### src/rtl/mul_unit_if.sv
// Handshake and result bus between the multiply requester and mul_unit.
// The master issues operands and start; the slave (the multiplier) returns
// busy/done, the product words and the N/Z flags.
interface mul_unit_if;
  logic        start;
  logic        is_long;
  logic        is_signed;
  logic [31:0] a;
  logic [31:0] b;
  logic        busy;
  logic        done;
  logic [31:0] result_lo;
  logic [31:0] result_hi;
  logic        flag_n;
  logic        flag_z;

  modport master (
    output start, is_long, is_signed, a, b,
    input  busy, done, result_lo, result_hi, flag_n, flag_z
  );

  modport slave (
    input  start, is_long, is_signed, a, b,
    output busy, done, result_lo, result_hi, flag_n, flag_z
  );
endinterface

### src/rtl/mul_unit.sv
// Iterative 32x32 multiplier: one radix-2 shift-add step per cycle over
// 32 cycles. It works on operand magnitudes and negates the 64-bit product
// at the end when a signed long multiply has operands of opposite sign.
//
// state | meaning
// IDLE  | waiting for start
// RUN   | 32 shift-add iterations, busy high
// DONE  | one cycle, done high and results valid; start here is accepted
module mul_unit (
  input  logic        clk,
  input  logic        reset,
  mul_unit_if.slave   bus
);

  typedef enum logic [1:0] {IDLE, RUN, DONE} state_t;

  state_t      state;
  logic [5:0]  count;
  logic [63:0] acc;
  logic [63:0] mcand;
  logic [31:0] mplier;
  logic        long_q;
  logic        neg_q;
  logic        busy_q;
  logic        done_q;
  logic [31:0] lo_q;
  logic [31:0] hi_q;
  logic        n_q;
  logic        z_q;

  logic        use_sign;
  logic [31:0] mag_a;
  logic [31:0] mag_b;
  logic [63:0] acc_next;
  logic [63:0] prod;

  // Signed handling only applies to the long form; plain MUL low word is
  // identical for signed and unsigned operands. -0x80000000 wraps to itself,
  // which is the correct unsigned magnitude.
  assign use_sign = bus.is_signed & bus.is_long;
  assign mag_a    = (use_sign && bus.a[31]) ? (32'd0 - bus.a) : bus.a;
  assign mag_b    = (use_sign && bus.b[31]) ? (32'd0 - bus.b) : bus.b;

  // The last iteration's partial sum feeds the result registers directly,
  // so the product is captured on the same edge that enters DONE.
  assign acc_next = acc + (mplier[0] ? mcand : 64'd0);
  assign prod     = neg_q ? (64'd0 - acc_next) : acc_next;

  assign bus.busy      = busy_q;
  assign bus.done      = done_q;
  assign bus.result_lo = lo_q;
  assign bus.result_hi = hi_q;
  assign bus.flag_n    = n_q;
  assign bus.flag_z    = z_q;

  // Control FSM, shift-add datapath and registered outputs.
  always_ff @(posedge clk) begin
    if (reset) begin
      state  <= IDLE;
      count  <= 6'd0;
      acc    <= 64'd0;
      mcand  <= 64'd0;
      mplier <= 32'd0;
      long_q <= 1'b0;
      neg_q  <= 1'b0;
      busy_q <= 1'b0;
      done_q <= 1'b0;
      lo_q   <= 32'd0;
      hi_q   <= 32'd0;
      n_q    <= 1'b0;
      z_q    <= 1'b0;
    end else begin
      case (state)
        IDLE, DONE: begin
          done_q <= 1'b0;
          if (bus.start) begin
            mcand  <= {32'd0, mag_a};
            mplier <= mag_b;
            acc    <= 64'd0;
            count  <= 6'd0;
            long_q <= bus.is_long;
            neg_q  <= use_sign & (bus.a[31] ^ bus.b[31]);
            busy_q <= 1'b1;
            state  <= RUN;
          end else begin
            state  <= IDLE;
          end
        end
        RUN: begin
          acc    <= acc_next;
          mcand  <= mcand << 1;
          mplier <= mplier >> 1;
          count  <= count + 6'd1;
          if (count == 6'd31) begin
            busy_q <= 1'b0;
            done_q <= 1'b1;
            state  <= DONE;
            lo_q   <= prod[31:0];
            hi_q   <= long_q ? prod[63:32] : 32'd0;
            n_q    <= long_q ? prod[63] : prod[31];
            z_q    <= long_q ? (prod == 64'd0) : (prod[31:0] == 32'd0);
          end
        end
        default: begin
          busy_q <= 1'b0;
          done_q <= 1'b0;
          state  <= IDLE;
        end
      endcase
    end
  end

endmodule

### src/flat_wrapper.sv
// flat-port wrapper written by rule: the top's interface ports become plain ports
module mul_unit_flat 
  (clk, reset, bus_start, bus_is_long, bus_is_signed, bus_a, bus_b, bus_busy, bus_done, bus_result_lo, bus_result_hi, bus_flag_n, bus_flag_z);
  mul_unit_if bus_i ();
  input  logic clk;
  input  logic reset;
  input wire logic [$bits(bus_i.start)-1:0] bus_start;
  input wire logic [$bits(bus_i.is_long)-1:0] bus_is_long;
  input wire logic [$bits(bus_i.is_signed)-1:0] bus_is_signed;
  input wire logic [$bits(bus_i.a)-1:0] bus_a;
  input wire logic [$bits(bus_i.b)-1:0] bus_b;
  output wire logic [$bits(bus_i.busy)-1:0] bus_busy;
  output wire logic [$bits(bus_i.done)-1:0] bus_done;
  output wire logic [$bits(bus_i.result_lo)-1:0] bus_result_lo;
  output wire logic [$bits(bus_i.result_hi)-1:0] bus_result_hi;
  output wire logic [$bits(bus_i.flag_n)-1:0] bus_flag_n;
  output wire logic [$bits(bus_i.flag_z)-1:0] bus_flag_z;
  assign bus_i.start = bus_start;
  assign bus_i.is_long = bus_is_long;
  assign bus_i.is_signed = bus_is_signed;
  assign bus_i.a = bus_a;
  assign bus_i.b = bus_b;
  assign bus_busy = bus_i.busy;
  assign bus_done = bus_i.done;
  assign bus_result_lo = bus_i.result_lo;
  assign bus_result_hi = bus_i.result_hi;
  assign bus_flag_n = bus_i.flag_n;
  assign bus_flag_z = bus_i.flag_z;
  mul_unit u_core (.clk(clk), .reset(reset), .bus(bus_i));
endmodule
### config.mk
export PLATFORM = sky130hd
export DESIGN_NAME = mul_unit_flat
export DESIGN_NICKNAME = d
export VERILOG_FILES = /design/src/rtl/mul_unit_if.sv /design/src/rtl/mul_unit.sv /design/src/flat_wrapper.sv
export SDC_FILE = /design/constraint.sdc
export NUM_CORES = 1
export LEC_CHECK = 0
export ABC_CLOCK_PERIOD_IN_PS = 15100
export CAP_MARGIN = 20
export CORE_ASPECT_RATIO = 1.2
export CORE_MARGIN = 5
export CORE_UTILIZATION = 29
export DETAILED_ROUTE_END_ITERATION = 8
export PLACE_DENSITY_LB_ADDON = 0.15
export SYNTH_ARGS = -nofsm -noshare
export SYNTH_HDL_FRONTEND = slang
export SYNTH_SLANG_ARGS = --single-unit
### constraint.sdc
create_clock -name clk -period 15.1 [get_ports clk]
set_input_delay 1.51 -clock clk [delete_from_list [all_inputs] [get_ports clk]]
set_output_delay 1.51 -clock clk [all_outputs]
set_load 0.1 [all_outputs]
Yosys cells after proc, flatten, opt, wreduce, memory -nomap -nowiden
Index checks and enable logic that the tools add are counted.

operators by class
  reductions and logical operators = 12
  add/subtract/negate cells = 5
  equality and inequality tests = 5
  bitwise logic cells = 4
  multiplexer cells = 21

operators by type and width
  kind                   number
  $mux 64                4
  $pmux 64 s2            2
  $mux 32                4
  $add 64x64->64         1
  $logic_not 64->1       1
  $pmux 32 s2            1
  $sub 1x32->32 const A  2
  $sub 1x64->64 const A  1
  $logic_not 32->1       1
  $pmux 6 s2             1
  $reduce_and 2->1       4
  $add 6x1->6 const B    1
  $eq 6x5->1 const B     1
  $mux 6                 1
  $mux 1                 5
  $pmux 2 s2             1
  $reduce_or 2->1        2
  $and 1x1->1            2
  $eq 2x1->1 const B     1
  $eq 2x2->1 const B     1
  $logic_and 1x1->1      2
  $logic_not 2->1        1
  $mux 2                 1
  $ne 2x1->1 const B     1
  5 further kinds        5

storage, ports and cells
  word-level logic and storage cells = 60
  output and inout port bits = 68
  register bits = 238
  input port bits = 69

Logic depth before layout (Yosys ltp)
  depth in word-level cells = 6
  depth in mapped cells = 22
  gate-level depth less buffers = 18

Least setup slack after synthesis
No wires, ideal clock.

  path type = register -> register
  start point = register u_core.mplier[0]
  end point = register u_core.z_q, in the netlist u_core.bus.flag_z
  data arrival time = 5.365 ns
  setup slack = 9.678 ns
  clock period less this slack = 5.422 ns
  library setup time = 0.057 ns
  data required time = 15.043 ns
  stages on the path, launching flop included = 22
  path through = dfxtp_1 -> clkbuf_1 -> clkbuf_1 -> and2_1 -> ha_1 -> inv_1 -> fa_1 -> nand2b_1 -> a21oi_1 -> o2111ai_2 -> o31a_1 -> o311a_1 -> nor4_4 -> nand4_1 -> or4_1 -> buf_2 -> or4_4 -> o41ai_2 -> xor2_1 -> nor3_1 -> nor4bb_1 -> a21o_1

on the way
  word-level cells in the longest chain between the ends = 6
  elaborated cells between the ends (all ways) = 7
  classes of those cells = add/sub (2); mux (3); reduce/logical (2)

ends and longest elaborated chain
  item                                                         RTL line         RTL
  start: declaration                                           mul_unit.sv:21   logic [31:0] mplier;
  start signal: assignment                                     mul_unit.sv:78   mplier <= mag_b;
  start signal: assignment                                     mul_unit.sv:92   mplier <= mplier >> 1;
  $mux 64 *                                                    mul_unit.sv:46   assign acc_next = acc + (mplier[0] ? mcand : 64'd0);
  $add 64x64->64 *                                             mul_unit.sv:46
  $sub 1x64->64                                                mul_unit.sv:47   assign prod = neg_q ? (64'd0 - acc_next) : acc_next;
  $mux 64 *                                                    mul_unit.sv:47
  $logic_not 64->1 / $logic_not 32->1 (equally long branches)  mul_unit.sv:101  z_q <= long_q ? (prod == 64'd0) : (prod[31:0] == 32'd0);
  $mux 1 *                                                     mul_unit.sv:101
  end signal: assignment                                       mul_unit.sv:101
  end: declaration                                             mul_unit.sv:29   logic z_q;

Mark *: on every way between the ends. The rest lies on a longest branch, timed or not.
A chain may end at the register's enable or synchronous reset.

Worst setup path after layout
Ends and elaborated chain as after synthesis.

==> results.json <==
{
  "outcome": "finished clean",
  "power_frac_comb_pct": 12.3,
  "drcViolationCount": 0,
  "hold_class": "reg -> reg",
  "timing.slew.headroom_pct": 30.0,
  "grt_max_degree": 80,
  "area_leader_netlist": "sky130_fd_sc_hd__dfxtp_1",
  "synth.yosys.warnings": 0,
  "cp-start-kind": "flop",
  "post_cts_buffers": 0,
  "clkPwrFrac_pct": 46.8,
  "yosys.area.top_type_share_pct": 28.9,
  "critical-path-max-stage-delay_ns": 0.83,
  "via_count_of_the_first_global_routing_pass": 16400,
  "timing_worst_slew_pin_value_ns": 1.04,
  "post_synth_inst_count": 2125,
  "post-route-period-util_pct": 46.6,
  "post_synth_instance_area_sq_mm": 0.0165,
  "fp.dieArea_sq_mm": 0.0617,
  "synth_cell_types": 91,
  "number_of_instances_resized_during_post_cts_repair": 0,
  "tritoncts": "yes",
  "num_rows": 95,
  "final_net_count": 2319,
  "clkLatencyLatePin_ns": 0.61,
  "floorplan.die.width_microns": 228,
  "core_area_sq_mm": 0.0561,
  "cp_max_fo": 41,
  "max-vdd-ir-drop_v": 0.0000695,
  "routed-via-count": 16400,
  "post_cts_hold_buffer_count": 0,
  "async_flop_share_pct": 0,
  "crit_required_ns": 15.66,
  "number_of_antenna_violations_at_the_first_check_in_global_routing": 0,
  "pwr_density_cell_mw_per_mm2": 82.7,
  "worst_r2r_endpoint": "u_core.bus.flag_z",
  "mean_routed_wirelength_per_cell_microns": 21.3,
  "insertedDiodeCount": 0,
  "power.leakage_nw": 7.27,
  "drive_above_1_share_pct": 5.44,
  "share_seq_of_total_power_pct": 40.8,
  "cp.depth": 17,
  "cts_max_path_buffers": 3,
  "global_route.overflow_total": 0,
  "critical_path.n_buffers_inverters": 1,
  "grt_pass1_wl_microns": 96600,
  "internal-power_mw": 1.16,
  "r2r_slack_ns": 8.06,
  "cpMostUsedCell": "sky130_fd_sc_hd__a2111oi_0",
  "finalWirelength_microns": 62600,
  "synth_edf_count": 0,
  "maxCapViolCount": 0,
  "pin_count": 137,
  "grt_setup_unrepaired": "no",
  "routabilityCongestion": 0.925,
  "r2r_start": "u_core.mplier[0]",
  "maxClockFrequency_ghz": 0.142,
  "most_used_flip_flop_cell_after_synthesis": "sky130_fd_sc_hd__dfxtp_1",
  "portion_of_the_post_synthesis_area_used_by_sequential_elements_pct": 28.9,
  "timing.reg2reg.worst_path_depth": 17,
  "cts_sinks": 238,
  "skew_ns": 0.0130,
  "crit_chain": "buf_4 -> and2_1 -> ha_1 -> nand2_1 -> o21ai_0 -> a21oi_1 -> a2111oi_0 -> o31a_1 -> o22ai_1 -> a2111oi_0 -> nand4_1 -> or4_1 -> o41ai_1 -> xor2_1 -> nor4b_1 -> and4_1 -> a21o_1",
  "setup-violations-final": 0,
  "synth.net_count": 2262,
  "power.switching_mw": 0.452,
  "drtAntennaViolNets": 0,
  "hold_path_startpoint": "u_core.acc[57]",
  "worstHoldEndpoint": "u_core.acc[57]",
  "detail_route.iter0.violations": 1027,
  "synthesis.area_per_instance_sq_um": 7.76,
  "cts_h_tree_depth": 1,
  "finalWorstPathRequiredPeriod_ns": 7.04,
  "worst_path_dominant_cell_family": "compound AO/OA/AOI/OAI gates",
  "utilization_pct": 34.7,
  "maxSlewViolCount": 0,
  "hold_depth": 2,
  "slowest_stage": "sky130_fd_sc_hd__dfxtp_1",
  "critical_path_arrival_ns": 7.60,
  "io_buffers": 136,
  "power.share.switching_pct": 28.1,
  "finalHoldViolations": 0,
  "globalRouteTotalUtil_pct": 19.6,
  "synth-seq-cells": 238,
  "die_h_microns": 271,
  "cp-end-kind": "flop",
  "routed_via_density": 5.61,
  "dp.final_hpwl_microns": 49000,
  "clkTransAtPathRegs_ns": 0.06,
  "ctsRootBufferMaster": "sky130_fd_sc_hd__clkbuf_16",
  "fin_tns_setup_ns": 0,
  "synth.top_cells.by_area": "sky130_fd_sc_hd__dfxtp_1 (29%), sky130_fd_sc_hd__a21oi_1 (5.7%), sky130_fd_sc_hd__ha_1 (5.1%)",
  "cts_buffers": 30,
  "drt_pre_antenna_iters": 5,
  "area_growth_syn_to_layout_pct": 18.1,
  "setup.worst_path.class": "reg -> reg",
  "floorplan.initialDensity_pct": 29.4
}
## flip-flops by register name, summed over array words and instances, names as in the netlist, 2 cells and up
name,flops
u_core.state,2
u_core.mplier,32
u_core.count,6
u_core.mcand,64
u_core.acc,64
u_core.bus.result_hi,32
u_core.bus.result_lo,32
## per-stage QoR
step / hold WS (ns) / setup slack (ns) / area [sq um] / power [mW] / std cells
after CTS: 0.463 / 8.06 / 19500 / 1.64 / 2931
after global routing: 0.490 / 7.36 / 19500 / 1.68 / 2932
final: 0.460 / 8.06 / 19500 / 1.61 / 2932
after floorplan: 0.425 / 9.68 / 16500 / 0.797 / 2125
after detailed placement: 0.451 / 8.11 / 18400 / 0.870 / 2876
after global placement: 0.442 / 8.22 / 18400 / 0.868 / 2876
## logic make-up after synthesis
logic type               synth area share [%]
adder cells (fa/ha/maj)                  5.21
AO/OA/AOI/OAI                            29.6
XOR/XNOR                                 8.02
flip-flops                               28.9
AND/OR/NAND/NOR                          23.6
multiplexers                            0.683
buffers and inverters                    3.89
## worst max-delay path by stage
stage / slack [ns] / endpoint / from
6_report: 8.06 / u_core.bus.flag_z / u_core.mplier[0]
2_1_floorplan: 9.68 / u_core.bus.flag_z / u_core.mplier[0]
3_3_place_gp: 8.22 / u_core.bus.flag_z / u_core.mplier[0]
3_5_place_dp: 8.11 / u_core.bus.flag_z / u_core.mplier[0]
4_1_cts: 8.06 / u_core.bus.flag_z / u_core.mplier[0]
5_1_grt: 7.36 / u_core.bus.flag_z / u_core.mplier[0]
## worst reg2reg max path, cell delays in order, from the launching register on
cell and delay [ns]:
sky130_fd_sc_hd__dfxtp_1 0.83, sky130_fd_sc_hd__buf_4 0.49, sky130_fd_sc_hd__and2_1 0.22, sky130_fd_sc_hd__ha_1 0.33, sky130_fd_sc_hd__nand2_1 0.17, sky130_fd_sc_hd__o21ai_0 0.44, sky130_fd_sc_hd__a21oi_1 0.26, sky130_fd_sc_hd__a2111oi_0 0.74
sky130_fd_sc_hd__o31a_1 0.30, sky130_fd_sc_hd__o22ai_1 0.12, sky130_fd_sc_hd__a2111oi_0 0.60, sky130_fd_sc_hd__nand4_1 0.51, sky130_fd_sc_hd__or4_1 0.73, sky130_fd_sc_hd__o41ai_1 0.45, sky130_fd_sc_hd__xor2_1 0.16, sky130_fd_sc_hd__nor4b_1 0.28
sky130_fd_sc_hd__and4_1 0.24, sky130_fd_sc_hd__a21o_1 0.12
## layer usage
layer / vias up / part of all wire [%] / global-route usage, %
met5: - / 0 / 0
met3: 125 / 4.5 / 2.25
met4: 0 / 5.4 / 9.22
li1: 8010 / - / -
met1: 7842 / 41 / 23.8
met2: 468 / 50 / 34.4
## cells in the mapped netlist, types with 10 or more instances
master	count
sky130_fd_sc_hd__dfxtp_1	238
sky130_fd_sc_hd__nand2_1	212
sky130_fd_sc_hd__nor2_1	198
sky130_fd_sc_hd__a21oi_1	189
sky130_fd_sc_hd__o21ai_0	117
sky130_fd_sc_hd__clkbuf_1	97
sky130_fd_sc_hd__a22oi_1	91
sky130_fd_sc_hd__xnor2_1	90
sky130_fd_sc_hd__and2_1	83
sky130_fd_sc_hd__a22o_1	77
sky130_fd_sc_hd__ha_1	67
sky130_fd_sc_hd__xor2_1	61
sky130_fd_sc_hd__nor3_1	49
sky130_fd_sc_hd__nand3_1	42
sky130_fd_sc_hd__a211oi_1	38
sky130_fd_sc_hd__nand4_1	36
sky130_fd_sc_hd__o31ai_1	34
sky130_fd_sc_hd__a21o_1	32
sky130_fd_sc_hd__inv_1	27
sky130_fd_sc_hd__or3_1	25
sky130_fd_sc_hd__buf_2	22
sky130_fd_sc_hd__nor4_1	18
sky130_fd_sc_hd__and4_1	16
sky130_fd_sc_hd__buf_1	15
sky130_fd_sc_hd__o41ai_1	15
sky130_fd_sc_hd__or4_1	15
sky130_fd_sc_hd__nand2b_1	14
sky130_fd_sc_hd__o211ai_1	13
sky130_fd_sc_hd__nor2b_1	11
sky130_fd_sc_hd__a31oi_1	10
sky130_fd_sc_hd__o21a_1	10
sky130_fd_sc_hd__or2_2	10
## power by group through the flow
stage          Combinational (mW)  Sequential, mW  Clock (mW)
2_1_floorplan               0.132           0.665           0
3_3_place_gp                0.197           0.671           0
3_5_place_dp                0.199           0.671           0
4_1_cts                     0.200           0.657       0.779
5_1_grt                     0.218           0.659       0.799
6_report                    0.198           0.657       0.754
## cell usage in the layout (no fill, tap or decap), drive strengths merged, types with 9 or more instances in the layout
| master | instances |
|---|---|
| o41ai | 16 |
| a22o | 77 |
| clkbuf | 41 |
| or2 | 11 |
| xor2 | 61 |
| nand2 | 213 |
| or4 | 17 |
| and2 | 84 |
| xnor2 | 90 |
| mux2i | 9 |
| ha | 67 |
| clkinv | 9 |
| nor2 | 198 |
| o211ai | 13 |
| and3 | 9 |
| inv | 29 |
| clkdlybuf4s50 | 135 |
| dfxtp | 238 |
| o21a | 10 |
| nor3 | 51 |
| buf | 25 |
| o31ai | 37 |
| or3 | 25 |
| nor4 | 20 |
| and4 | 16 |
| nor2b | 11 |
| a31oi | 11 |
| a21oi | 192 |
| nand4 | 36 |
| o21ai | 125 |
| a21o | 32 |
| a22oi | 91 |
| a211oi | 39 |
| nand2b | 14 |
| nand3 | 42 |
## final cells by class
cell class / instances / area [sq um]
inverters: 28 / 105
fillers: 5994 / 36600
clock buffers: 41 / 842
well taps: 727 / 910
multi-input cells: 1724 / 11100
clock inverters: 14 / 183
flip-flops and latches: 238 / 4770
repair buffers: 160 / 1550
Note: power is estimated with default switching activity, not from simulation.
==> RTL edit 1 (same settings) <==
The 3 states of `state_t` get a one-hot encoding in 3 bits.
--- a/src/rtl/mul_unit.sv
+++ b/src/rtl/mul_unit.sv
@@ -13,5 +13,5 @@
 );
 
-  typedef enum logic [1:0] {IDLE, RUN, DONE} state_t;
+  typedef enum logic [2:0] {IDLE = 3'b001, RUN = 3'b010, DONE = 3'b100} state_t;
 
   state_t      state;
Behaviour: same outputs for any inputs over 10 cycles, from zero or initial values and one cycle with reset high; not proved beyond that.
==> RTL edit 1 against the original RTL <==
  * Cell count grew 2.4%
  * Area after synthesis grew 2.7%
  * Routed wire length grew 2.4%
  * Cell area grew 1.6%
  * First-iteration DRC count grew 10%
  * Critical path depth is the same
  * Power shrank 7.2%
  * Setup slack lost 200 ps
  * Clock skew grew 4.4 ps
  * Die area grew 2.6%
  * Sequential power is essentially flat
  * Core utilization shrank 0.67 points
  * Sequential cell count grew 1
==> RTL edit 1: results (changes against the original RTL) <==
.. list-table::
   :header-rows: 1

   * - Metric
     - Value
   * - Placer's final routability congestion estimate
     - 0.945 (was 0.925)
   * - Total track usage
     - 0.192 (was 0.196)
   * - Post-Synth XOR/XNOR Area
     - 0.0859 (was 0.0802)
   * - Drt total wl
     - 64.1 mm (was 62.6 mm)
   * - Clock latency of the later-clocked register in the worst-skew pair
     - 570 ps (was 610 ps)
   * - Result of the run
     - finished clean (unchanged)
   * - Proportion of synthesized chip area in sequential cells
     - 0.283 (was 0.289)
   * - Synth top cells by count
     - 239 x sky130_fd_sc_hd__dfxtp_1, 220 x sky130_fd_sc_hd__nand2_1, 193 x sky130_fd_sc_hd__nor2_1 (was 238 x sky130_fd_sc_hd__dfxtp_1, 212 x sky130_fd_sc_hd__nand2_1, 198 x sky130_fd_sc_hd__nor2_1)
   * - Biggest cell delay along the critical path
     - 810 ps (was 830 ps)
   * - Count of placed standard cells in the final layout, fillers left out
     - 3002 (was 2932)
   * - Number of placed instances, taps included
     - 2948 (was 2876)
   * - Mux contribution to synthesized area
     - 0.00680 (was 0.00683)
   * - DPL Wire Length
     - 49.6 mm (was 49.0 mm)
   * - Number of nets in the finished design
     - 2375 (was 2319)
   * - Global-route wire length before repair
     - 98.2 mm (was 96.6 mm)
   * - Leakage
     - 7.48 nW (was 7.27 nW)
   * - Net switching share of the total power
     - 0.267 (was 0.281)
   * - Worst IR drop on VDD
     - 72.7 uV (was 69.5 uV)
   * - Headroom to the max-slew limit
     - 0.238 (was 0.300)
   * - Top post-synthesis cells by area
     - sky130_fd_sc_hd__dfxtp_1 28%, sky130_fd_sc_hd__a21oi_1 5.5%, sky130_fd_sc_hd__ha_1 5.0%, sky130_fd_sc_hd__nand2_1 4.9%, sky130_fd_sc_hd__xnor2_1 4.9% (was sky130_fd_sc_hd__dfxtp_1 29%, sky130_fd_sc_hd__a21oi_1 5.7%, sky130_fd_sc_hd__ha_1 5.1%, sky130_fd_sc_hd__nand2_1 4.8%, sky130_fd_sc_hd__xnor2_1 4.8%)
   * - Seq pwr share
     - 0.439 (was 0.408)
   * - Maximum number of pins on one net before global-route repair
     - 98 (was 80)
   * - Filler instances
     - 6191 (was 5994)
   * - Initial DRT Pass Iterations
     - 8 (was 5)
   * - Critical-path cell with the highest stage delay
     - sky130_fd_sc_hd__or4_1 (was sky130_fd_sc_hd__dfxtp_1)
## RTL edit 1: changes by cell type after synthesis, sizes merged, moves of 6 or more
cell    unedited run  this run
clkbuf            98       119
buf               37        26
xor2              61        72
a221oi             4        14
and3               9        19
o211ai            13        23
a211o              3        11
a21o              32        24
o21a              10        18
a22o              77        70
a22oi             91        84
nand2            213       220
o31ai             37        31
## RTL edit 1: how the worst min path moves through the flow
| stage | start | to | slack [ps] | cells after the start |
|---|---|---|---|---|
| 6_report | u_core.bus.result_hi[8] | u_core.bus.result_hi[8] | 460 | 2 |
| 5_1_grt | u_core.acc[55] | u_core.acc[55] | 490 | 2 |
| 4_1_cts | u_core.bus.result_hi[31] | u_core.bus.result_hi[31] | 460 | 2 |
| 3_5_place_dp | u_core.bus.result_hi[31] | u_core.bus.result_hi[31] | 450 | 2 |
| 3_3_place_gp | u_core.acc[55] | u_core.acc[55] | 440 | 2 |
| 2_1_floorplan | u_core.acc[0] | u_core.acc[0] | 430 | 2 |
## RTL edit 1: final cells by class
type                    instances  area [um2]  share of cell area
clock buffers                  47         863              0.0436
multi-input cells            1779       11500               0.582
flip-flops and latches        239        4790               0.242
repair buffers                160        1560              0.0787
inverters                      29         109             0.00550
clock inverters                 6        35.0             0.00177
well taps                     742         928              0.0469
## RTL edit 1: layer usage
layer  vias to the layer above  global-route usage  share of wire
li1                       8269                   -              -
met1                      8144               0.232           0.42
met2                       366               0.361           0.51
met3                       101              0.0171          0.027
met4                         0              0.0595          0.035
met5                         -                   0              0
## RTL edit 1: worst max-delay path: cells and delay by family (launching register included)
kind                       cells  cell delay [ps]
AOI/OAI and AO/OA              7             2260
xor gates and xnor gates       1              570
adders and majority gates      1              330
and+or+nand+nor                7             3030
DFF                            1              460
buffers and inverters          1              450
==> RTL edit 2 (same flow settings) <==
Made on the original files. One comparison of `count` changes from == to >=.
--- a/src/rtl/mul_unit.sv
+++ b/src/rtl/mul_unit.sv
@@ -92,5 +92,5 @@
           mplier <= mplier >> 1;
           count  <= count + 6'd1;
-          if (count == 6'd31) begin
+          if (count >= 6'd31) begin
             busy_q <= 1'b0;
             done_q <= 1'b1;
Check against the original RTL: same outputs for any inputs over 10 cycles, from zero or initial values and one cycle with reset high; that may be too few to reach the edited logic, so the function may still have changed.
==> RTL edit 2 against the original RTL <==
  * Routed wire length is 4.3% lower
  * Sequential power about the same
  * Clock power decreased by 2%
  * Setup slack worse by 340 ps
  * Sequential share of layout area is 0.15 points higher
  * Cell area decreased by 0.62%
  * Global-route usage down 0.97 points
  * Die area is 0.69% lower
  * Critical endpoint unchanged
  * Area after synthesis is 0.71% lower
  * Clock skew rose by 14 ps
  * Power fell by 1.7%
  * Sequential cell count unchanged
  * Hold slack worse by 4.1 ps
==> RTL edit 2: results (changes against the original RTL) <==
.. list-table::
   :header-rows: 1

   * - Metric
     - Value
   * - Worst setup skew after layout
     - 27.3 ps (was 13.0 ps)
   * - Placer's final routability congestion estimate
     - 0.926 (was 0.925)
   * - Number of nets in the synthesized netlist
     - 2246 (was 2262)
   * - Launch instance of the worst min-delay path
     - u_core.mplier[31] (was u_core.acc[57])
   * - Worst IR drop on VDD
     - 98.1 uV (was 69.5 uV)
   * - Critical path peak fanout
     - 38 (was 41)
   * - Filler instances
     - 5933 (was 5994)
   * - Routed len/inst
     - 20.6 um (was 21.3 um)
   * - Biggest cell delay along the critical path
     - 940 ps (was 830 ps)
   * - Slew at the pin with the worst max-slew slack
     - 964 ps (was 1040 ps)
   * - Number of violations reported at the end of detailed-routing iteration 0
     - 1149 (was 1027)
   * - Maximum number of pins on one net before global-route repair
     - 76 (was 80)
   * - Synth top cells by count
     - 238 x sky130_fd_sc_hd__dfxtp_1, 216 x sky130_fd_sc_hd__nand2_1, 196 x sky130_fd_sc_hd__a21oi_1 (was 238 x sky130_fd_sc_hd__dfxtp_1, 212 x sky130_fd_sc_hd__nand2_1, 198 x sky130_fd_sc_hd__nor2_1)
   * - DPL Wire Length
     - 46.1 mm (was 49.0 mm)
   * - Leakage
     - 7.35 nW (was 7.27 nW)
   * - Number of nets in the finished design
     - 2301 (was 2319)
   * - Clock buffers created by TritonCTS
     - 28 (was 30)
   * - Total track usage
     - 0.187 (was 0.196)
   * - Proportion of synthesized chip area in sequential cells
     - 0.291 (was 0.289)
   * - Result of the run
     - finished clean (unchanged)
   * - Total via count after detailed routing
     - 16200 (was 16400)
   * - Register-to-Register Path Depth
     - 19 (was 17)
   * - Top post-synthesis cells by area
     - sky130_fd_sc_hd__dfxtp_1 29%, sky130_fd_sc_hd__a21oi_1 6.0%, sky130_fd_sc_hd__ha_1 5.1%, sky130_fd_sc_hd__xnor2_1 5.0%, sky130_fd_sc_hd__nand2_1 5.0% (was sky130_fd_sc_hd__dfxtp_1 29%, sky130_fd_sc_hd__a21oi_1 5.7%, sky130_fd_sc_hd__ha_1 5.1%, sky130_fd_sc_hd__nand2_1 4.8%, sky130_fd_sc_hd__xnor2_1 4.8%)
   * - Worst Setup Slack post-DPL
     - 7810 ps (was 8110 ps)
   * - Share of post-route cells with drive strength above 1
     - 0.0508 (was 0.0544)
## RTL edit 2: final cells by class
cell class | count | area share
Multi-Input combinational cell | 1707 | 0.569
Sequential cell | 238 | 0.246
Timing Repair Buffer | 161 | 0.0799
Tap cell | 727 | 0.0470
Clock buffer | 33 | 0.0398
Clock inverter | 19 | 0.0124
Inverter | 28 | 0.00543
## RTL edit 2: metal layers
layer | GRT usage | part of all wire
met1 | 0.248 | 0.45
met2 | 0.315 | 0.47
met3 | 0.0198 | 0.045
met4 | 0.0629 | 0.038
met5 | 0 | 0
## RTL edit 2: worst paths after layout
kind / slack (ps) / to
worst min-delay path: 460 / u_core.mplier[31]
worst max register to register: 7720 / u_core.bus.flag_z
worst min register to register: 460 / u_core.mplier[31]
worst max-delay path: 7720 / u_core.bus.flag_z
## RTL edit 2: per-stage QoR
stage,area (um2),total power (W),instances,utilization
after global placement,18300,0.000857,2861,0.328
after detailed placement,18300,0.000859,2861,0.328
final,19300,0.00158,2913,0.346
after CTS,19300,0.00161,2913,0.346
after global routing,19300,0.00165,2913,0.346
after floorplan,16400,0.000787,2109,-
## RTL edit 2: kinds of logic after synthesis
kind of cell             share of synthesized area
flip-flops                                   0.291
AO/OA/AOI/OAI                                0.309
buffers and inverters                       0.0383
adder cells (fa/ha/maj)                     0.0525
multiplexers                               0.00184
AND/OR/NAND/NOR                              0.223
XOR/XNOR                                    0.0851
## RTL edit 2: critical path: cells and delay by family, from the launching register on
| family | cells | cell delay [ps] |
|---|---|---|
| xor+xnor | 1 | 140 |
| flops | 1 | 940 |
| simple gates | 6 | 2330 |
| compound gates | 8 | 2660 |
| fa+ha+maj | 2 | 600 |
| buf+inv | 2 | 540 |
## RTL edit 2: where the power goes
| part | leakage, nW | switching [W] | internal [W] | total, W |
|---|---|---|---|---|
| Sequential | 1.93 | 0.0000137 | 0.000643 | 0.000657 |
| Clock | 0.494 | 0.000302 | 0.000436 | 0.000738 |
| Combinational | 4.92 | 0.000122 | 0.0000663 | 0.000188 |
| Total | 7.35 | 0.000437 | 0.00115 | 0.00158 |
